`src/rtl/arb_pkg.sv`:
```
// Shared types and helpers for the round-robin arbiter family.
package arb_pkg;

  localparam int unsigned N_REQ = 8;
  localparam int unsigned IDX_W = $clog2(N_REQ);

  typedef enum logic [0:0] {
    IDLE  = 1'b0,
    GRANT = 1'b1
  } arb_state_e;

  // Binary index of a one-hot vector (zero input encodes to 0).
  function automatic logic [IDX_W-1:0] onehot_to_idx(input logic [N_REQ-1:0] oh);
    logic [IDX_W-1:0] idx;
    idx = '0;
    for (int i = 0; i < N_REQ; i++) begin
      if (oh[i]) idx = idx | IDX_W'(i);
    end
    return idx;
  endfunction

endpackage

```
`src/rtl/rr_pick.sv`:
```
// Round-robin pick: first set request at or after ptr, wrapping to bit 0.
module rr_pick
  import arb_pkg::*;
(
  input  logic [N_REQ-1:0] req,
  input  logic [IDX_W-1:0] ptr,
  output logic [N_REQ-1:0] pick,
  output logic [IDX_W-1:0] pick_idx,
  output logic             any
);

  logic [N_REQ-1:0] mask;
  logic [N_REQ-1:0] masked;
  logic [N_REQ-1:0] src;

  // Keep requests at or above ptr; fall back to the full vector when none remain.
  always_comb begin
    mask     = ~((N_REQ'(1) << ptr) - N_REQ'(1));
    masked   = req & mask;
    src      = (masked != '0) ? masked : req;
    pick     = src & (~src + N_REQ'(1));
    pick_idx = onehot_to_idx(pick);
    any      = |req;
  end

endmodule

```
`src/rtl/rr_arbiter_8.sv`:
```
// Eight-way round-robin arbiter with registered grant, one-cycle gap and hold timeout.
module rr_arbiter_8
  import arb_pkg::*;
#(
  parameter int unsigned MAX_HOLD = 16
) (
  input  logic             clk,
  input  logic             rst,
  input  logic             en,
  input  logic [N_REQ-1:0] req,
  input  logic             done,
  output logic [N_REQ-1:0] gnt,
  output logic [IDX_W-1:0] gnt_idx,
  output logic             gnt_valid,
  output logic             timeout
);

  localparam int unsigned CNT_W = (MAX_HOLD < 2) ? 1 : $clog2(MAX_HOLD + 1);
  localparam bit          HOLD_EN = (MAX_HOLD != 0);
  localparam logic [CNT_W-1:0] HOLD_LAST = CNT_W'((MAX_HOLD == 0) ? 0 : MAX_HOLD - 1);

  arb_state_e       state_q, state_d;
  logic [IDX_W-1:0] ptr_q, ptr_d;
  logic [CNT_W-1:0] hold_q, hold_d;
  logic [N_REQ-1:0] gnt_q, gnt_d;
  logic [IDX_W-1:0] idx_q, idx_d;
  logic             valid_q, valid_d;
  logic             timeout_q, timeout_d;

  logic [N_REQ-1:0] pick;
  logic [IDX_W-1:0] pick_idx;
  logic             any;
  logic             rel_other;
  logic             hold_hit;

  rr_pick u_pick (
    .req      (req),
    .ptr      (ptr_q),
    .pick     (pick),
    .pick_idx (pick_idx),
    .any      (any)
  );

  // State and output registers; reset drops any grant and re-homes the pointer.
  always_ff @(posedge clk) begin
    if (rst) begin
      state_q   <= IDLE;
      ptr_q     <= '0;
      hold_q    <= '0;
      gnt_q     <= '0;
      idx_q     <= '0;
      valid_q   <= 1'b0;
      timeout_q <= 1'b0;
    end else begin
      state_q   <= state_d;
      ptr_q     <= ptr_d;
      hold_q    <= hold_d;
      gnt_q     <= gnt_d;
      idx_q     <= idx_d;
      valid_q   <= valid_d;
      timeout_q <= timeout_d;
    end
  end

  // Next-state: grant from IDLE, release from GRANT; timeout only when the hold limit acts alone.
  always_comb begin
    state_d   = state_q;
    ptr_d     = ptr_q;
    hold_d    = hold_q;
    gnt_d     = gnt_q;
    idx_d     = idx_q;
    valid_d   = valid_q;
    timeout_d = 1'b0;
    rel_other = done | ~req[idx_q] | ~en;
    hold_hit  = HOLD_EN && (hold_q == HOLD_LAST);

    unique case (state_q)
      IDLE: begin
        if (en && any) begin
          gnt_d   = pick;
          idx_d   = pick_idx;
          valid_d = 1'b1;
          hold_d  = '0;
          state_d = GRANT;
        end
      end
      GRANT: begin
        if (rel_other || hold_hit) begin
          gnt_d     = '0;
          valid_d   = 1'b0;
          ptr_d     = idx_q + IDX_W'(1);
          state_d   = IDLE;
          timeout_d = hold_hit && !rel_other;
        end else if (hold_q != '1) begin
          hold_d = hold_q + CNT_W'(1);
        end
      end
      default: state_d = IDLE;
    endcase
  end

  assign gnt       = gnt_q;
  assign gnt_idx   = idx_q;
  assign gnt_valid = valid_q;
  assign timeout   = timeout_q;

endmodule

```
`config.mk`:
```
export PLATFORM = sky130hd
export DESIGN_NAME = rr_arbiter_8
export DESIGN_NICKNAME = d
export VERILOG_FILES = /design/src/rtl/arb_pkg.sv /design/src/rtl/rr_pick.sv /design/src/rtl/rr_arbiter_8.sv
export SDC_FILE = /design/constraint.sdc
export NUM_CORES = 1
export LEC_CHECK = 0
export BUFFER_PORTS_ARGS = -buffer_cell sky130_fd_sc_hd__buf_4
export CELL_PAD_IN_SITES_DETAIL_PLACEMENT = 0
export CELL_PAD_IN_SITES_GLOBAL_PLACEMENT = 2
export CORE_MARGIN = 2
export CORE_UTILIZATION = 33
export CTS_CLUSTER_SIZE = 14
export DETAILED_ROUTE_END_ITERATION = 16
export HOLD_SLACK_MARGIN = 0.06
export PLACE_DENSITY_LB_ADDON = 0.1
export SYNTH_ARGS = -nofsm -noshare
export SYNTH_HDL_FRONTEND = slang
export SYNTH_HIERARCHICAL = 1
export SYNTH_SLANG_ARGS = --single-unit
```
`constraint.sdc`:
```
create_clock -name clk -period 2.85 [get_ports clk]
set_input_delay 0.57 -clock clk [delete_from_list [all_inputs] [get_ports clk]]
set_output_delay 0.57 -clock clk [all_outputs]
set_load 0.05 [all_outputs]
```
==> flow_summary.toml, run 1 <==
[worst_setup_path]
path_class = "reg -> reg"
cp_max_fo = 11
crit_top_cell = "nand3_1"
worstSetupStartpointType = "flop"
cp_slowest_cell = "or4b_4"
cp_slowest_stage_delay_ps = 540
critPathCaptureType = "flop"
worstPathRequired_ps = 3050
worstPathCellList = "or4b_4 -> and3_1 -> a22o_1 -> nor2_1 -> nand3_1 -> nand3_1 -> buf_4 -> nand3b_1 -> a21oi_1"
r2r_slack_ps = 430
cp.arrival_ps = 2620

[timing]
setup_viol = 0
setup-tns-final_ps = 0
fin_ws_ps = 426.5
finClkSkew_ps = 6.505
period_needed_ps = 2423
fin_crit_sh_pct = 85.03
tightest_slew_ps = 466.8
hold_viol_final = 0
fmax_ghz = 0.4126
holdWs_ps = 484.1
maxSlewHeadroom_pct = 68.88
slew_violations = 0
rsz0062_at_grt = "no"

[placement]
routabilityCongestion = 0.8207
preCtsSetupSlack_ps = 244.7
dpl_cell_area_um2 = 1739
place_hpwl_um = 2944
portBuffers = 24

[logic_synthesis]
yosysUniqueCellTypes = 51
syn_area_um2 = 1523
async_flop_share_pct = 0
synth_warnings = 6
synth-edff-count = 0
yosys.area.top_type = "dfxtp_1"
synthTopCellsByCount = "22 x dfxtp_1, 22 x nand2_1, 20 x a21oi_1"
ys_seq_area_share_pct = 28.92
synth_ff_type = "dfxtp_1"
synthTopCellsByArea = "dfxtp_1 29%, a21oi_1 6.6%, nand2_1 5.4%"
synthCells = 182
postSynthAreaPerCell_um2 = 8.367
synth_nets = 198
synth_top_area_share_pct = 28.92
synth-seq-cells = 22

[routing]
wire_per_inst_um = 15.09
vias = 1405
vias_per_cell = 5.467
drtIter0Drc = 87
drt_pass1_iterations = 4
drcViolationCount = 0
drtAntennaViolNets = 0
routed_wl_um = 3877

[final_layout]
diodes = 0
nNetsFinal = 222
final_area_um2 = 1810
drive_gt1_share_pct = 23.41
area_growth_pct = 18.90

[cts]
cts_htree_levels = 1
clkTransAtPathRegs_ps = 80
postCtsSetupBuffers = 0
cts_tree = "built"
cts_root_buf = "clkbuf_8"
clk_latency_ps = 260
cts_resized = 0
cts_num_sinks = 22
numCtsBuffers = 3
clock_tree.buffer_depth = 2
hold_buffers = 0

[floorplanning]
die_w_um = 71.93
die_height_um = 71.93
row_count = 24
core_um2 = 4414
io_pins = 25
die_area_um2 = 5174
initial_core_util_pct = 34.50

[global_routing]
grt_overflow = 0
grt_pass1_vias = 1382
antenna_found_initial = 0
grt_max_degree = 23
grt_pass1_wl_um = 6520
track_usage_pct = 15.65

[pwr]
p_leak_uw = 0.0006674
vdd_ir_drop_max_mv = 0.2273
p_total_uw = 810.1
power_density_nw_per_um2 = 447.5

[flow_run]
cap_violations = 0

[outcome]
status = "finished clean"

[min_path]
hold_class = "reg -> reg"
-- layout by cell type, fill, tap and decap left out, drive strengths merged, types with 6 or more instances in the layout --
master,count
nand2,23
a31oi,6
dfxtp,22
nand3b,9
a21oi,21
nor2,14
and3,6
nand2b,6
inv,6
nand3,12
mux2i,6
buf,28
-- report_power, final --
part | switching [µW] | leakage (µW) | internal, µW
Sequential | 14.5 | 0.000179 | 318
Clock | 102 | 0.0000357 | 188
Combinational | 114 | 0.000453 | 74.2
-- metal layers --
layer | track usage (%) | routed length, µm | vias to the layer above | share of wire [%]
li1 | - | - | 703 | -
met1 | 21.15 | 1965 | 673 | 51
met2 | 25.31 | 1727 | 27 | 45
met3 | 4.167 | 164 | 2 | 4.2
met4 | 3.145 | 20 | 0 | 0.52
met5 | 0 | 0 | - | 0
-- cell type report --
type                       count  area [µm²]
fill                         449        2604
timing repair buffer          28       210.2
sequential                    22       440.4
inverter                       6       22.52
clock buffer                   3       41.29
multi-input combinational    145        1001
tap                           52       65.06
clock inverter                 1       30.03
-- path summary, 6_finish.rpt --
check | startpoint | endpoint | cells past startpoint
hold / removal | gnt[7]$_SDFFE_PP0P_ | gnt[7]$_SDFFE_PP0P_ | 2
hold reg to reg | gnt[7]$_SDFFE_PP0P_ | gnt[7]$_SDFFE_PP0P_ | 2
setup reg to reg | ptr_q[2]$_SDFFE_PP0P_ | gnt[3]$_SDFFE_PP0P_ | 9
setup / recovery | ptr_q[2]$_SDFFE_PP0P_ | gnt[3]$_SDFFE_PP0P_ | 9
-- per-stage QoR --
| step | utilization [%] | cells |
|---|---|---|
| 2_1_floorplan | - | 182 |
| 3_3_place_gp | 39.40 | 253 |
| 3_5_place_dp | 39.40 | 253 |
| 4_1_cts | 41.01 | 257 |
| 5_1_grt | 41.01 | 257 |
| 6_report | 41.01 | 257 |
-- cells by family (layout without fill, tap and decap cells) --
group	count (synthesis)	after routing	share of synthesized area (%)
AND/OR/NAND/NOR	87	87	34.10
AO/OA/AOI/OAI	46	46	23.09
flip-flops	22	22	28.92
buffers and inverters	15	38	5.340
multiplexers	7	7	4.684
adder cells (fa/ha/maj)	4	4	3.287
XOR/XNOR	1	1	0.5753
-- critical path: cells and delay by family, from the launching register on --
family | cells | cell delay (ps)
flip-flops | 1 | 430
buffers and inverters | 1 | 240
AND/OR/NAND/NOR | 6 | 1340
AO/OA/AOI/OAI | 2 | 350
-- state kept, by name, indices dropped and copies added, names as in the netlist --
name,cells
ptr_q,3
gnt_valid,1
timeout,1
hold_q,5
gnt,8
state_q,1
gnt_idx,3
(Power assumes the default switching activity.)
==> run 2, diff against run 1 <==
ABC_AREA = 1   (was unset)
CORE_UTILIZATION = 29   (was 33)
==> flow_summary.toml, run 2 <==
[outcome]
status = "finished clean"

[pwr]
p_leak_uw = 0.0008105
power_density_nw_per_um2 = 461.6
switchingPower_uw = 274.8
p_seq_share_pct = 44.1
p_total_uw = 799.9
pwr-share-comb_pct = 27.6
sw_frac_of_total_pct = 34.35
clockPowerShare_pct = 28.3
vdd_ir_drop_max_mv = 0.1986
p_int_uw = 525.2

[final_layout]
diodes = 0
multiInputGateArea_um2 = 864.6
final_common_cell = "nand2_1"
fillCellCount = 565
nNetsFinal = 265
most-common-layout-cells = "67 x nand2_1, 29 x nand3_1, 25 x buf_4, 22 x dfxtp_1, 21 x inv_1"
register_area_um2 = 440.4
drive_gt1_share_pct = 21.77
area_growth_pct = 20.64
largest_register_ffs = 8

[cts]
cts_htree_levels = 1
hold_buffers = 0
postCtsSetupBuffers = 0
clock_tree.buffer_depth = 2
numCtsBuffers = 3
clk_latency_ps = 260
clkTransAtPathRegs_ps = 80
cts_root_buf = "clkbuf_8"
cts_tree = "built"
cts_num_sinks = 22
cts_resized = 0

[logic_synthesis]
synth_ff_type = "dfxtp_1"
synth-edff-count = 0
synth_top_family_by_area = "simple AND/OR/NAND/NOR gates"
ys_seq_area_share_pct = 30.66
synth_warnings = 6
synth-seq-cells = 22
postSynthAreaPerCell_um2 = 6.441
synth_top_area_share_pct = 30.66
synth.most_common_cell = "nand2_1"
async_flop_share_pct = 0
synth_nets = 239
synthTopCellsByArea = "dfxtp_1 31%, nand2_1 18%, nand3_1 10%"
synthCells = 223
synth_fa_ha_area_share_pct = 3.484
yosys.area.top_type = "dfxtp_1"
yosysUniqueCellTypes = 27
yosys.area_share.simple_pct = 45.30
syn_area_um2 = 1436
synthMuxAreaShare_pct = 0
synthTopCellsByCount = "67 x nand2_1, 29 x nand3_1, 22 x dfxtp_1"
synth_compound_area_share_pct = 10.80
synthXorXnorAreaFrac_pct = 0.6098

[floorplanning]
die_height_um = 74.38
initial_core_util_pct = 30.21
core_um2 = 4755
die_area_um2 = 5532
io_pins = 25
row_count = 25
die_w_um = 74.38

[global_routing]
grt_pass1_wl_um = 6548
grt_overflow = 0
track_usage_pct = 15.45
antenna_found_initial = 0
grt_pass1_vias = 1320
grt_max_degree = 25

[timing]
fin_crit_sh_pct = 67.62
fmax_ghz = 0.5189
setup_viol = 0
tightest_slew_ps = 450.3
setup-tns-final_ps = 0
rsz0062_at_grt = "no"
hold_viol_final = 0
period_needed_ps = 1927
finClkSkew_ps = 1.718
maxSlewHeadroom_pct = 69.94
slew_violations = 0

[worst_setup_path]
path_class = "reg -> reg"
cp_max_fo = 6
cp.arrival_ps = 2080
critPathCaptureType = "flop"
worstSetupStartpointType = "flop"
worstPathRequired_ps = 3000
r2r_slack_ps = 920

[routing]
wl_met1_um = 2007
top_layer = "met4"
drt_pass1_iterations = 4
drcViolationCount = 0
vias_per_cell = 4.416
met3_length_um = 106
wire_per_inst_um = 11.97
drtAntennaViolNets = 0
route.met2.wl_um = 1615
vias = 1391
drtIter0Drc = 68
routed_wl_um = 3771

[placement]
place_hpwl_um = 2926
routabilityCongestion = 0.7452
portBuffers = 24

[min_path]
hold_class = "reg -> reg"

[flow_run]
cap_violations = 0
[run 2: changes by cell type after synthesis, moves of 6 or more]
cell and delta:
inv_1 +15, nand2_1 +45, mux2i_1 -6, a21oi_1 -6, o21ai_0 +10, nand3b_1 -8, nand3_1 +18
[run 2: path summary, 6_finish.rpt]
path / from / end / cells past startpoint
worst max-delay path: ptr_q[2]$_SDFFE_PP0P_ / gnt_idx[1]$_SDFFE_PP0P_ / 13
worst min-delay path: gnt_valid$_SDFFE_PP0P_ / gnt_valid$_SDFFE_PP0P_ / 2
worst min register to register: gnt_valid$_SDFFE_PP0P_ / gnt_valid$_SDFFE_PP0P_ / 2
worst max register to register: ptr_q[2]$_SDFFE_PP0P_ / gnt_idx[1]$_SDFFE_PP0P_ / 13
[run 2: cell type report]
class	instances	area share, %
repair buffers	25	10.83
multi-input cells	170	49.89
well taps	67	4.838
flip-flops and latches	22	25.42
clock buffers	4	3.177
inverters	27	5.848
[run 2: worst max-delay path, stage by stage, from the launching register on]
cell and delay (ps):
dfxtp_1 470, nand2_1 130, nand3_1 110, nand2_1 90
nor2_4 170, nand3_1 90, nand2_1 120, inv_2 80
nand3_2 80, inv_1 50, nor2_1 110, nand2_1 70
o21ai_0 190, a21oi_1 60
[run 2: power by group through the flow]
stage,Combinational [µW],Clock (µW),Sequential (µW)
6_report,221,226,353
5_1_grt,253,255,357
4_1_cts,223,243,353
3_5_place_dp,223,0,360
3_3_place_gp,226,0,360
2_1_floorplan,140,0,379
[run 2: layer usage]
metal | up-vias | global-route usage (%)
li1 | 773 | -
met1 | 591 | 22.17
met2 | 23 | 23.30
met3 | 4 | 3.388
met4 | 0 | 4.365
met5 | - | 0
[run 2: cell families (layout without fill, tap and decap cells)]
family | count (synthesis) | after routing
AOI/OAI and AO/OA | 29 | 29
adders and majority gates | 4 | 4
and+or+nand+nor | 136 | 136
xor gates and xnor gates | 1 | 1
DFF | 22 | 22
buffers and inverters | 31 | 56
[run 2: stage by stage]
step                      instances  area [µm²]  worst slack, ps  utilization [%]  hold slack, ps
after CTS                       315        1733            904.3            36.45           475.8
after global placement          311        1678            710.8            35.29           455.0
after global routing            315        1733            731.9            36.45           509.7
after floorplan                 223        1436             1105                -           451.6
after detailed placement        311        1678            742.9            35.29           461.9
final                           315        1733            922.8            36.45           475.1
==> run 3, diff against run 2 <==
clock period = 1.85 ns   (was 2.85 ns; I/O delays follow)
==> flow_summary.toml, run 3 (synthesis gave the netlist of run 2 again) <==
[pwr]
p_total_uw = 1272
p_int_uw = 817.7
sw_frac_of_total_pct = 35.73
clockPowerShare_pct = 24.4
pwr-share-comb_pct = 33.6
vdd_ir_drop_max_mv = 0.3528
switchingPower_uw = 454.6
p_leak_uw = 0.0009454
p_seq_share_pct = 42.0
power_density_nw_per_um2 = 636.3

[worst_setup_path]
critPathCaptureType = "flop"
worstPathRequired_ps = 2040
r2r_slack_ps = 140
path_class = "reg -> reg"
cp_max_fo = 6
crit_top_cell = "nand2_2"
crit_buf_inv = 2
rr_worst_depth = 14
worstSetupStartpointType = "flop"
worstPathCellList = "nor2_4 -> nand2_2 -> nand2_2 -> nor2_4 -> nand2_2 -> nand2_1 -> nand2_2 -> nand2_1 -> nor2_2 -> nand3_2 -> buf_4 -> inv_1 -> nand3_1 -> o21ai_1"
cp_slowest_stage_delay_ps = 380
rr_endpoint = "gnt[7]$_SDFFE_PP0P_"
cp.arrival_ps = 1910
r2r_start = "ptr_q[2]$_SDFFE_PP0P_"
crit_family = "simple AND/OR/NAND/NOR gates"
cp_slowest_cell = "dfxtp_4"

[outcome]
status = "finished clean"

[routing]
drtIter0Drc = 63
drcViolationCount = 0
drtAntennaViolNets = 0
vias = 1509
drt_pass1_iterations = 4
wire_per_inst_um = 11.61
vias_per_cell = 4.438
routed_wl_um = 3946

[final_layout]
final_common_cell = "nand2_1"
drive_gt1_share_pct = 36.63
diodes = 0
multiInputGateArea_um2 = 940.9
final_cells = 340
area_growth_pct = 39.20
nNetsFinal = 291
largest_register_ffs = 8
register_area_um2 = 449.2
most-common-layout-cells = "58 x nand2_1, 51 x buf_4, 26 x nand3_1, 21 x inv_1, 19 x dfxtp_1"
final_area_um2 = 1999
fillCellCount = 537

[timing]
fin_crit_sh_pct = 92.50
fmax_ghz = 0.5844
period_needed_ps = 1711
maxSlewHeadroom_pct = 73.94
fin_ws_ps = 138.7
finClkSkew_ps = 9.391
setup_viol = 0
slew_violations = 0
tightest_slew_ps = 390.9
rsz0062_at_grt = "yes"
hold_viol_final = 0

[min_path]
worstHoldEndpoint = "ptr_q[0]$_SDFFE_PP0P_"
min_from = "rst"
hold_class = "in -> reg"
holdPathStages = 2

[global_routing]
track_usage_pct = 15.80
grt_pass1_wl_um = 6865
grt_max_degree = 16
antenna_found_initial = 0
grt_pass1_vias = 1452
grt_overflow = 0

[floorplanning]
row_count = 25
initial_core_util_pct = 30.21
die_w_um = 74.38
io_pins = 25
die_area_um2 = 5532
core_um2 = 4755
die_height_um = 74.38

[placement]
dp.cells = 336
dpl_cell_area_um2 = 1866
routabilityCongestion = 0.7513
preCtsSetupSlack_ps = -50.64
place_hpwl_um = 3025
portBuffers = 24

[cts]
hold_buffers = 0
cts_tree = "built"
cts_num_sinks = 22
cts_root_buf = "clkbuf_8"
clock_tree.buffer_depth = 2
cts_htree_levels = 1
clk_latency_ps = 270
numCtsBuffers = 3
clkTransAtPathRegs_ps = 90

[flow_run]
cap_violations = 0
-- run 3: worst max path at each step --
stage	start	endpoint	slack, ps	depth (start not counted)
after floorplan	gnt_idx[0]$_SDFFE_PP0P_	hold_q[0]$_SDFFE_PP0P_	120	10
after global placement	req[0]	gnt_idx[1]$_SDFFE_PP0P_	-40	15
after detailed placement	req[0]	gnt_idx[1]$_SDFFE_PP0P_	-50	15
after CTS	ptr_q[1]$_SDFFE_PP0P_	gnt_idx[1]$_SDFFE_PP0P_	20	13
after global routing	ptr_q[2]$_SDFFE_PP0P_	gnt_idx[1]$_SDFFE_PP0P_	-20	13
final	ptr_q[2]$_SDFFE_PP0P_	gnt[7]$_SDFFE_PP0P_	140	14
-- run 3: power by group through the flow --
stage / Combinational (µW) / Sequential (µW) / Clock (µW)
5_1_grt: 480 / 541 / 337
3_5_place_dp: 398 / 546 / 0
3_3_place_gp: 404 / 546 / 0
6_report: 427 / 535 / 310
4_1_cts: 400 / 536 / 323
2_1_floorplan: 215 / 584 / 0
-- run 3: per-stage QoR --
step	utilization [%]	setup TNS (ps)	hold WS [ps]
floorplan	-	0	439.1
global placement	39.24	-76.66	453.9
detailed placement	39.24	-94.59	456.2
CTS	40.18	0	295.6
global route	42.05	-51.16	300.3
finish	42.05	0	299.5
-- run 3: area by class of cell --
class,count,area share [%]
Timing Repair Buffer,51,19.15
Tap cell,67,4.193
Clock buffer,3,2.065
Inverter,27,5.069
Sequential cell,22,22.47
Multi-Input combinational cell,170,47.06
-- run 3: layer usage --
layer | share of wire (%) | up-vias | GRT usage [%]
li1 | - | 821 | -
met1 | 53 | 662 | 23.49
met2 | 43 | 22 | 23.60
met3 | 3.3 | 4 | 2.575
met4 | 0.91 | 0 | 4.167
met5 | 0 | - | 0
-- run 3: what timing repair did --
action / in CTS / in global routing
endpoints found under the setup margin: 2 / 11
hold endpoints to repair: 0 / 0
gates resized for setup: 3 / 28
buffers inserted: 0 / 1
pin swaps: 0 / 9
